==> src/rtl/mul_limb_seq.sv <==
// Sequential multi-limb unsigned multiplier: one W x W partial product per cycle,
// accumulated into a 2*N*W-bit result, with an optional low-half-only mode.
module mul_limb_seq #(
    parameter int W = 16,
    parameter int N = 2
) (
    input  logic             clk,
    input  logic             rst,
    input  logic             in_valid,
    output logic             in_ready,
    input  logic             mode_lo,
    input  logic [N*W-1:0]   a,
    input  logic [N*W-1:0]   b,
    output logic             out_valid,
    input  logic             out_ready,
    output logic [2*N*W-1:0] y,
    output logic             busy
);

    localparam int H  = N * W;
    localparam int P  = 2 * N * W;
    localparam int IW = (N > 1) ? $clog2(N) : 1;

    typedef enum logic [1:0] {IDLE, MUL, DONE} state_t;

    state_t          state;
    state_t          state_nx;
    logic [H-1:0]    a_q;
    logic [H-1:0]    b_q;
    logic            lo_q;
    logic [P-1:0]    acc;
    logic [IW-1:0]   i;
    logic [IW-1:0]   j;
    logic [W-1:0]    a_l;
    logic [W-1:0]    b_l;
    logic [P-1:0]    pp;
    logic [P-1:0]    sum;
    logic [P-1:0]    y_fin;
    logic            skip;
    logic            last;
    logic            accept;

    assign accept = in_valid && (state == IDLE);

    always_comb begin
        a_l   = a_q[int'(i)*W +: W];
        b_l   = b_q[int'(j)*W +: W];
        pp    = (P'(a_l) * P'(b_l)) << (W * (int'(i) + int'(j)));
        skip  = lo_q && ((int'(i) + int'(j)) >= N);
        last  = (int'(i) == N - 1) && (int'(j) == N - 1);
        sum   = acc + (skip ? '0 : pp);
        y_fin = sum;
        // Terms kept in low-half mode can still spill above H bits; drop them.
        if (lo_q) y_fin[P-1:H] = '0;
    end

    always_comb begin
        state_nx  = state;
        in_ready  = 1'b0;
        busy      = 1'b0;
        out_valid = 1'b0;
        unique case (state)
            IDLE: begin
                in_ready = 1'b1;
                if (in_valid) state_nx = MUL;
            end
            MUL: begin
                busy = 1'b1;
                if (last) state_nx = DONE;
            end
            DONE: begin
                busy      = 1'b1;
                out_valid = 1'b1;
                if (out_ready) state_nx = IDLE;
            end
            default: state_nx = IDLE;
        endcase
    end

    always_ff @(posedge clk) begin
        if (rst) begin
            state <= IDLE;
            a_q   <= '0;
            b_q   <= '0;
            lo_q  <= 1'b0;
            acc   <= '0;
            y     <= '0;
            i     <= '0;
            j     <= '0;
        end else begin
            state <= state_nx;
            if (accept) begin
                a_q  <= a;
                b_q  <= b;
                lo_q <= mode_lo;
                acc  <= '0;
                y    <= '0;
                i    <= '0;
                j    <= '0;
            end else if (state == MUL) begin
                acc <= sum;
                if (int'(j) == N - 1) begin
                    j <= '0;
                    i <= i + 1'b1;
                end else begin
                    j <= j + 1'b1;
                end
                if (last) y <= y_fin;
            end
        end
    end

endmodule

==> config.mk <==
export PLATFORM = sky130hd
export DESIGN_NAME = mul_limb_seq
export DESIGN_NICKNAME = d
export VERILOG_FILES = /design/src/rtl/mul_limb_seq.sv
export SDC_FILE = /design/constraint.sdc
export NUM_CORES = 1
export LEC_CHECK = 0
export BUFFER_PORTS_ARGS = -buffer_cell sky130_fd_sc_hd__clkbuf_2
export CAP_MARGIN = 20
export CORE_MARGIN = 4
export CORE_UTILIZATION = 35
export CTS_CLUSTER_DIAMETER = 30
export DETAILED_ROUTE_END_ITERATION = 12
export PLACE_DENSITY_LB_ADDON = 0.05
export SYNTH_ARGS = -nofsm -noshare
export SYNTH_HDL_FRONTEND = slang
export SYNTH_SLANG_ARGS = --single-unit
==> constraint.sdc <==
create_clock -name clk -period 12.27 [get_ports clk]
set_input_delay 1.8405 -clock clk [delete_from_list [all_inputs] [get_ports clk]]
set_output_delay 1.8405 -clock clk [all_outputs]
set_load 0.01 [all_outputs]
==> qor.csv <==
stage,metric,value,unit
outcome,status,finished clean,
timing,slew_headroom,33.1,%
final_layout,final_cells,3413,
floorplan,coreArea,58100,sq um
synthesis,yosysTopAreaCellShare,19.1,%
critical_path,critPathMaxFanout,20,
global_routing,antenna_found_initial,1,
critical_path,reg2reg_slack,1790,ps
final_layout,fin_util,39.1,%
floorplan,rows,88,
critical_path,crit_path_top_delay_cell,mux2i_1,
synthesis,synth_area,20700,sq um
timing,whs,456,ps
hold_path,hold_depth,2,
floorplan,die_h,251,um
detailed_routing,wire_per_inst,20.4,um
timing,rsz0062_at_grt,no,
clock_tree,clock-sinks,197,
clock_tree,h-tree-depth,4,
floorplan,initial_core_util,35.6,%
final_layout,final_cell_mix,"428 x nand2_1, 258 x inv_1, 239 x nor2_1",
clock_tree,cts_setup_buffers,0,
detailed_routing,drt.antenna.violating_nets,0,
critical_path,cp.required,12710,ps
synthesis,synth_enable_flop_cells,0,
timing,period_share,85.4,%
detailed_routing,drt_iter0_markers,1260,
place,globalplace.congestion,0.905,
place,dp_hpwl,55.9,mm
synthesis,ys_seq_area_share,19.1,%
global_routing,track_usage,22.0,%
critical_path,critical_path.max_stage_delay,850,ps
place,dp_cells,3381,
clock_tree,hold_buffers,0,
clock_tree,cts_tree,yes,
timing,min_period,10480,ps
power,ir_worst_vdd,0.106,mV
synthesis,synth_area_leaders,"dfxtp_1 19%, fa_1 19%, ha_1 10%, nand2_1 7.8%, a21oi_1 4.9%",
synthesis,ys_types,87,
run,maxCapViolCount,0,
floorplan,die_w,251,um
detailed_routing,routed-via-count,18200,
timing,hold_viol,0,
synthesis,synth_flop_cell,dfxtp_1,
floorplan,dieArea,63000,sq um
timing,worst_slew_pin_slew,976,ps
timing,fin_skew,31.3,ps
final_layout,diodes,0,
detailed_routing,drt_wl_total,69.5,mm
critical_path,worstSetupPathType,reg2reg,
synthesis,synth_nets,3005,
power,power.leakage,10.3,nW
final_layout,nets,3072,
clock_tree,cts_root_buf,clkbuf_16,
critical_path,crit_top_cell,fa_1,
clock_tree,post_cts_resized,0,
detailed_routing,drcViolationCount,0,
global_routing,grt_max_degree,87,
synthesis,syn_area_per_cell,8.05,sq um
floorplan,num_io_pins,136,
synthesis,synthArstFlopShare,0,%
synthesis,yosysWarnings,0,
clock_tree,cts.path.max_buffers,2,
synthesis,yosys_register_bits,197,
final_layout,area_delta_synth_final,9.84,%
critical_path,cp.arrival,10920,ps
synthesis,syn_inst,2568,
final_layout,n_fill_cell,6063,
timing,setup_violations,0,
final_layout,drive_gt1_share,10.3,%
hold_path,hp-class,reg2reg,
detailed_routing,dr.pass1.iters,5,
place,placement.io_buffers,135,
clock_tree,cts_buffers,17,
power,power,2.91,mW
critical_path,reg2reg_depth,33,
timing,fin_setup_tns,0,ps
final_layout,layout_commonest_cell,nand2_1,
synthesis,synth_top_area_cell,dfxtp_1,
timing,drv_slew,0,
detailed_routing,routed_via_density,5.32,
global_routing,grt_pass1_wl,109,mm
global_routing,grt_overflow,0,
global_routing,grt_pass1_vias,18500,
timing,fmax,95.4,MHz
clock_tree,clkTransAtPathRegs,100,ps
critical_path,cp-end-kind,register,
clock_tree,clk_latency,510,ps
critical_path,startpoint_type,register,
power,cellPowerDensity,128,nW/um^2
flip-flops by register name (all words and copies together) (netlist names):
| signal | cells |
|---|---|
| acc | 64 |
| y | 64 |
| a_q | 32 |
| b_q | 32 |
| state | 2 |
| i | 1 |
| j | 1 |
| lo_q | 1 |
kinds of logic (layout without fill, tap and decap cells):
family	after synthesis	in the layout	synth area share [%]
AO/OA/AOI/OAI	532	532	16.8
XOR/XNOR	73	73	3.09
adder cells (fa/ha/maj)	368	368	29.3
buffers and inverters	379	459	7.06
flip-flops	197	197	19.1
multiplexers	102	102	5.12
AND/OR/NAND/NOR	917	917	19.5
metrics by stage:
stage	setup slack (ps)	cell area [sq um]
global route	1130	22700
floorplan	2870	20700
CTS	1810	22700
detailed placement	1830	22100
finish	1790	22700
global placement	1950	22100
power breakdown:
| group | leakage (nW) | internal, mW | switching [mW] |
|---|---|---|---|
| Sequential | 1.60 | 0.694 | 0.0571 |
| Clock | 0.291 | 0.296 | 0.309 |
| Combinational | 8.44 | 0.503 | 1.05 |
| Total | 10.3 | 1.49 | 1.42 |
area by class of cell:
type,instances,area [sq um],area share [%]
Tap cell,765,957,4.21
Inverter,260,976,4.30
Sequential cell,197,3950,17.4
Timing Repair Buffer,167,916,4.03
Clock inverter,13,158,0.694
Multi-Input combinational cell,1992,15300,67.4
Clock buffer,19,443,1.95
per-layer routing:
metal | global-route usage (%) | vias up | part of all wire [%] | wire length (um)
li1 | - | 8810 | - | -
met1 | 29.5 | 8901 | 46 | 31700
met4 | 7.42 | 0 | 2.9 | 2030
met3 | 2.80 | 78 | 3.4 | 2360
met2 | 37.0 | 378 | 48 | 33400
met5 | 0 | - | 0 | 0
worst paths after layout:
path	endpoint	startpoint
max reg2reg	acc[60]	i
max	acc[60]	i
min	b_q[21]	b_q[21]
min reg2reg	b_q[21]	b_q[21]
cell usage after synthesis (6+ instances only):
| master | count |
|---|---|
| o22ai_1 | 20 |
| o21ai_0 | 68 |
| o21ai_1 | 7 |
| nor2_1 | 242 |
| ha_1 | 173 |
| nor3_1 | 22 |
| nand2b_1 | 16 |
| mux2i_1 | 72 |
| inv_1 | 258 |
| nand3_1 | 58 |
| xor2_1 | 33 |
| nand4_1 | 35 |
| or3_1 | 16 |
| buf_1 | 15 |
| or2_2 | 7 |
| mux2_2 | 30 |
| and3_1 | 21 |
| fa_1 | 195 |
| a31oi_1 | 15 |
| o21bai_1 | 20 |
| nor3b_1 | 6 |
| or4_1 | 8 |
| clkbuf_1 | 86 |
| nor4_1 | 6 |
| buf_2 | 15 |
| a211oi_1 | 15 |
| xnor2_1 | 40 |
| a21o_1 | 50 |
| a21oi_1 | 203 |
| and2_1 | 20 |
| a2111oi_0 | 6 |
| o211ai_1 | 14 |
| dfxtp_1 | 197 |
| nor2b_1 | 9 |
| a22o_1 | 9 |
| and4_1 | 6 |
| o211a_1 | 6 |
| o21a_1 | 22 |
| o31ai_1 | 6 |
| nand2_1 | 430 |
worst max-delay path: cells and delay by family, from the launching register on:
kind | cells | cell delay (ps)
adders and majority gates | 8 | 3780
and+or+nand+nor | 8 | 2490
buffers and inverters | 5 | 590
muxes | 1 | 850
DFF | 1 | 580
AOI/OAI and AO/OA | 10 | 1940
xor gates and xnor gates | 1 | 170
Note: power is estimated with default switching activity, not from simulation.
